**config.mk**
```make
export PLATFORM = sky130hd
export DESIGN_NAME = fetch_stage_ctrl
export DESIGN_NICKNAME = d
export VERILOG_FILES = /design/src/rtl/fetch_stage_ctrl.sv
export SDC_FILE = /design/constraint.sdc
export NUM_CORES = 1
export LEC_CHECK = 0
export ABC_CLOCK_PERIOD_IN_PS = 2500
export CORE_MARGIN = 2
export CORE_UTILIZATION = 49
export CTS_CLUSTER_SIZE = 20
export DETAILED_ROUTE_END_ITERATION = 6
export PLACE_DENSITY_LB_ADDON = 0.2
export SYNTH_ARGS = -nofsm -noshare
export SYNTH_HDL_FRONTEND = slang
export SYNTH_SLANG_ARGS = --single-unit
```
**constraint.sdc**
```tcl
create_clock -name clk -period 2.5 [get_ports clk]
set_clock_uncertainty 0.05 [all_clocks]
set_input_delay 0.5 -clock clk [delete_from_list [all_inputs] [get_ports clk]]
set_output_delay 0.5 -clock clk [all_outputs]
set_load 0.02 [all_outputs]
```
**src/rtl/fetch_stage_ctrl.sv**
```systemverilog
// ---------------------------------------------------------------------------
// fetch_stage_ctrl
// Fetch-side producer for the Fetch/Decode pipeline register. Owns the PC,
// issues one instruction-memory request at a time (req/gnt/rvalid), and
// presents each returned instruction with its PC and PC+4 on the _f outputs.
// Honours stall_f from the hazard unit and redirects on pc_src_e.
//
// Optional feature macro: FETCH_MISALIGN_CHECK_EN
//   defined   : misaligned redirect targets park the block in ERR and raise
//               the sticky fetch_misalign_f output until reset.
//   undefined : pc_target_e[1:0] is forced to 0; fetch_misalign_f is absent.
//
// Ports
//   clk, rst_n        clock, synchronous active-low reset
//   stall_f           hold the presented instruction
//   pc_src_e          taken branch/jump redirect (single-cycle pulse)
//   pc_target_e       redirect target
//   imem_req/addr     request to instruction memory (addr = pc_q)
//   imem_gnt          request accepted
//   imem_rvalid/rdata response
//   instr_valid_f, instr_rd_f, pc_f, pc_plus4_f
//                     registered Fetch/Decode payload, all zero when invalid
//   fetch_misalign_f  sticky misaligned-target error (macro only)
// ---------------------------------------------------------------------------
module fetch_stage_ctrl #(
   parameter logic [31:0] RESET_PC = 32'h0000_0000
) (
   input  logic        clk,
   input  logic        rst_n,
   input  logic        stall_f,
   input  logic        pc_src_e,
   input  logic [31:0] pc_target_e,
   output logic        imem_req,
   output logic [31:0] imem_addr,
   input  logic        imem_gnt,
   input  logic        imem_rvalid,
   input  logic [31:0] imem_rdata,
   output logic        instr_valid_f,
   output logic [31:0] instr_rd_f,
   output logic [31:0] pc_f,
   output logic [31:0] pc_plus4_f
`ifdef FETCH_MISALIGN_CHECK_EN
   ,
   output logic        fetch_misalign_f
`endif
);

   localparam int unsigned XLEN = 32;
   localparam int unsigned SW   = 3;

   localparam logic [SW-1:0] S_IDLE    = 3'd0;
   localparam logic [SW-1:0] S_REQ     = 3'd1;
   localparam logic [SW-1:0] S_WAIT    = 3'd2;
   localparam logic [SW-1:0] S_PRESENT = 3'd3;
`ifdef FETCH_MISALIGN_CHECK_EN
   localparam logic [SW-1:0] S_ERR     = 3'd4;
`endif

   logic [SW-1:0]   state_q,  state_d;
   logic [XLEN-1:0] pc_q,     pc_d;
   logic            drop_q,   drop_d;
   logic [XLEN-1:0] redir_q,  redir_d;
   logic            req_d;
   logic            valid_d;
   logic [XLEN-1:0] instr_d,  pcf_d, pcp4_d;
   logic [XLEN-1:0] target_c;
`ifdef FETCH_MISALIGN_CHECK_EN
   logic            pend_q,   pend_d;
   logic            misalign_d;
   logic            target_mis_c;
`endif

   // Redirect target as seen by the PC logic
`ifdef FETCH_MISALIGN_CHECK_EN
   assign target_c     = pc_target_e;
   assign target_mis_c = (pc_target_e[1:0] != 2'b00);
`else
   assign target_c     = pc_target_e & ~XLEN'(3);
`endif

   // Request address is the next fetch PC; it cannot move while in REQ/WAIT
   assign imem_addr = pc_q;

   // Next-state and next-output logic
   always_comb begin
      state_d = state_q;
      pc_d    = pc_q;
      drop_d  = drop_q;
      redir_d = redir_q;
      valid_d = instr_valid_f;
      instr_d = instr_rd_f;
      pcf_d   = pc_f;
      pcp4_d  = pc_plus4_f;
`ifdef FETCH_MISALIGN_CHECK_EN
      pend_d     = pend_q;
      misalign_d = fetch_misalign_f;
`endif

      case (state_q)
         S_IDLE: begin
            state_d = S_REQ;
            if (pc_src_e) pc_d = target_c;
         end

         S_REQ: begin
            // Request already on the bus: let it complete, drop its data later
            if (pc_src_e) begin
               redir_d = target_c;
               drop_d  = 1'b1;
            end
            if (imem_gnt) state_d = S_WAIT;
         end

         S_WAIT: begin
            if (imem_rvalid) begin
               if (pc_src_e) begin
                  pc_d    = target_c;
                  drop_d  = 1'b0;
                  state_d = S_REQ;
               end else if (drop_q) begin
                  pc_d    = redir_q;
                  drop_d  = 1'b0;
                  state_d = S_REQ;
               end else begin
                  valid_d = 1'b1;
                  instr_d = imem_rdata;
                  pcf_d   = pc_q;
                  pcp4_d  = pc_q + XLEN'(4);
                  state_d = S_PRESENT;
               end
            end else if (pc_src_e) begin
               redir_d = target_c;
               drop_d  = 1'b1;
            end
         end

         S_PRESENT: begin
            if (pc_src_e) begin
               valid_d = 1'b0;
               instr_d = '0;
               pcf_d   = '0;
               pcp4_d  = '0;
               pc_d    = target_c;
               state_d = S_REQ;
            end else if (!stall_f) begin
               valid_d = 1'b0;
               instr_d = '0;
               pcf_d   = '0;
               pcp4_d  = '0;
               pc_d    = pc_f + XLEN'(4);
               state_d = S_REQ;
            end
         end

`ifdef FETCH_MISALIGN_CHECK_EN
         S_ERR: state_d = S_ERR;
`endif

         default: state_d = S_IDLE;
      endcase

`ifdef FETCH_MISALIGN_CHECK_EN
      if (pc_src_e && target_mis_c && (state_q != S_ERR)) pend_d = 1'b1;
      // Park in ERR only once no request is on the bus or in flight
      if (pend_d && (state_q != S_ERR) && (state_q != S_REQ) && (state_d != S_WAIT)) begin
         state_d    = S_ERR;
         valid_d    = 1'b0;
         instr_d    = '0;
         pcf_d      = '0;
         pcp4_d     = '0;
         drop_d     = 1'b0;
         misalign_d = 1'b1;
      end
`endif

      req_d = (state_d == S_REQ);
   end

   // State and registered outputs
   always_ff @(posedge clk) begin
      if (!rst_n) begin
         state_q       <= S_IDLE;
         pc_q          <= RESET_PC;
         drop_q        <= 1'b0;
         redir_q       <= '0;
         imem_req      <= 1'b0;
         instr_valid_f <= 1'b0;
         instr_rd_f    <= '0;
         pc_f          <= '0;
         pc_plus4_f    <= '0;
`ifdef FETCH_MISALIGN_CHECK_EN
         pend_q           <= 1'b0;
         fetch_misalign_f <= 1'b0;
`endif
      end else begin
         state_q       <= state_d;
         pc_q          <= pc_d;
         drop_q        <= drop_d;
         redir_q       <= redir_d;
         imem_req      <= req_d;
         instr_valid_f <= valid_d;
         instr_rd_f    <= instr_d;
         pc_f          <= pcf_d;
         pc_plus4_f    <= pcp4_d;
`ifdef FETCH_MISALIGN_CHECK_EN
         pend_q           <= pend_d;
         fetch_misalign_f <= misalign_d;
`endif
      end
   end

endmodule

```
==> reports/results.ini <==
[logic_synthesis]
synth_commonest_cells = dfxtp_1 (164), nand2_1 (110), nor2_1 (94), a22oi_1 (76), a21oi_1 (71)
syn-num-nets = 989
yosys-mux-area-fraction_pct = 0.8375
async_flop_share_pct = 0
synth_area_sq_mm = 0.007470
synth_flop_cell = dfxtp_1
syn_inst = 917
ys_warn_count = 0
yosys.area_share.adder_pct = 0.3350
synth_compound_area_share_pct = 22.75
yosysUniqueCellTypes = 60
yosysMostFrequentCell = dfxtp_1
yosys-top-cells-area = dfxtp_1 (44%), a22oi_1 (7.6%), nand2_1 (5.5%)
yosys.area_share.xor_xnor_pct = 4.925
yosys.area_share.simple_pct = 22.45
synth_top_family_by_area = compound AO/OA/AOI/OAI gates
ys_seq_area_share_pct = 43.95
avgSynthCellArea_sq_um = 8.146
yosysTopAreaCellShare_pct = 43.95
yosysTopAreaCell = dfxtp_1
yosys_register_bits = 164
synth_edf_count = 0

[status]
outcome = finished, violations left
violations = DRC

[global_routing]
overflow = 0
grtUsageMet1_pct = 36.16
antenna_found_initial = 1
grt.total_usage_pct = 29.22
grt_pass1_wl_um = 37670
grt_pass1_vias = 7220
busiest_layer = met2
met2_usage_pct = 47.15
use_met3_pct = 8.375
grt_max_degree = 71

[critical_path]
critPathKind = reg2out
path_cells = clkdlybuf4s50_1
critPathCaptureType = output port
crit_required_ps = 1950
path_max_fanout = 9
crit_path_start_kind = flop
crit_buf_inv = 1
crit_family = buffers and inverters
reg2reg_depth = 7
cp.depth = 1
cp.arrival_ps = 1800
cp_slowest_stage_delay_ps = 710
crit_path_top_delay_cell = clkdlybuf4s50_1

[pwr]
irDropWorstVdd_v = 0.0004540
p_leak_nw = 3.646
p_per_area_mw_per_mm2 = 561.8

[final_layout]
fin_nets = 1203
regArea_sq_mm = 0.003283
drive_above_1_share_pct = 10.58
area_growth_pct = 42.58
multiInputGateArea_sq_mm = 0.003852
nFillCells = 1178
fin_util_pct = 70.84
antenna_cells = 0

[hold_path]
hold_class = reg2reg
min_path_cells = 2

[sta]
layout_setup_ws_ps = 145.1
period_share_pct = 94.20
rsz0062_at_grt = no
hold_viol = 0
maxSlewHeadroom_pct = 54.89
timing.fmax_mhz = 424.6
period_needed_ps = 2355
setup_viol = 0
tightest_slew_ps = 671.5
maxSlewViolCount = 0

[cts]
cts_resized = 0
cts_hold_buf = 0
clock-sinks = 164
root_buffer = clkbuf_16
cts_setup_buffers = 0
cts_max_level = 4
cts_tree = yes
path_clk_slew_ps = 60
cts_made_buffers = 17
clock_latency_ps = 430
clk_path_buf_depth = 2

[floorplan]
std_cell_rows = 45
io_pins = 200
core_area_sq_mm = 0.01503
die_y_um = 127.5
initial_utilization_pct = 49.69
die_area_sq_mm = 0.01625
dieWidth_um = 127.5

[placement]
gp_congestion = 0.8906
dpl_worst_slack_ps = -46.22
dp_hpwl_um = 17310
numPortBuffers = 197

[job]
cap_violations = 0

[routing]
num_vias = 7790
dr.pass1.iters = 7
wl_per_cell_um = 18.05
drt-total-wl_um = 24040
ant_nets = 0
drtIter0Drc = 578
route.detailed.drc = 1
detail_route.vias_per_cell = 5.848

per-layer routing:
| layer | up-vias | part of all wire [%] |
|---|---|---|
| li1 | 3714 | - |
| met1 | 3660 | 41 |
| met2 | 356 | 47 |
| met3 | 60 | 8.7 |
| met4 | 0 | 3.5 |
| met5 | - | 0 |
cells in the final DEF, fill, tap and decap left out, types with 3 or more instances in the layout:
cell type / instances
or3_1: 4
nand2b_1: 5
clkinvlp_4: 3
xor2_1: 13
clkdlybuf4s50_1: 197
nor2_1: 93
a22oi_1: 76
o21bai_1: 3
o31a_1: 8
mux2i_1: 4
clkbuf_16: 17
nand4_1: 16
nand2_1: 110
o21ai_0: 52
xnor2_1: 29
nor4_1: 17
and3_1: 7
bufinv_16: 3
o211ai_1: 3
buf_4: 61
nand3_1: 28
a21oi_1: 71
nor3_1: 18
nor3b_1: 11
a211oi_1: 8
nor2b_1: 7
and4_1: 8
a31oi_1: 12
clkinv_2: 6
dfxtp_1: 164
buf_12: 9
o21ai_1: 15
and2_1: 6
inv_1: 15
area by class of cell:
cell class	instances	area share [%]
Clock buffer	19	4.253
Tap cell	188	2.209
Sequential cell	164	30.83
Multi-Input combinational cell	665	36.17
Timing Repair Buffer	267	24.51
Clock inverter	13	1.457
Inverter	16	0.5757
where the power goes:
group          switching, mW  internal, mW
clock                   1.08          1.62
combinational          0.285         0.277
sequential            0.0590          2.66
total                   1.43          4.55
per-stage QoR:
step / TNS, ps / total power, mW / cell area (sq um) / hold slack (ps) / instances
6_report: 0 / 5.983 / 10650 / 392.4 / 1332
3_5_place_dp: -139.8 / 3.329 / 10040 / 386.3 / 1300
4_1_cts: 0 / 6.005 / 10650 / 395.2 / 1332
2_1_floorplan: 0 / 2.996 / 7470 / 381.5 / 917
3_3_place_gp: -166.3 / 3.322 / 10040 / 382.6 / 1300
5_1_grt: 0 / 6.179 / 10650 / 409.7 / 1332
sequential cells by signal (all words and copies together) (netlist names):
signal / flops
state_q: 3
instr_rd_f: 32
pc_f: 32
instr_valid_f: 1
pc_plus4_f: 30
imem_addr: 32
drop_q: 1
imem_req: 1
redir_q: 32
worst paths after layout:
path	from	to	slack, ps
min	pc_plus4_f[24]	pc_plus4_f[24]	390
max	imem_addr[13]	imem_addr[13]	150
max reg2reg	state_q[1]	imem_addr[25]	300
min reg2reg	pc_plus4_f[24]	pc_plus4_f[24]	390
logic make-up after synthesis:
logic type,after synthesis
flip-flops,164
buffers and inverters,88
other,1
AND/OR/NAND/NOR,345
AO/OA/AOI/OAI,269
XOR/XNOR,42
adder cells (fa/ha/maj),2
multiplexers,6
(Power assumes the default switching activity.)
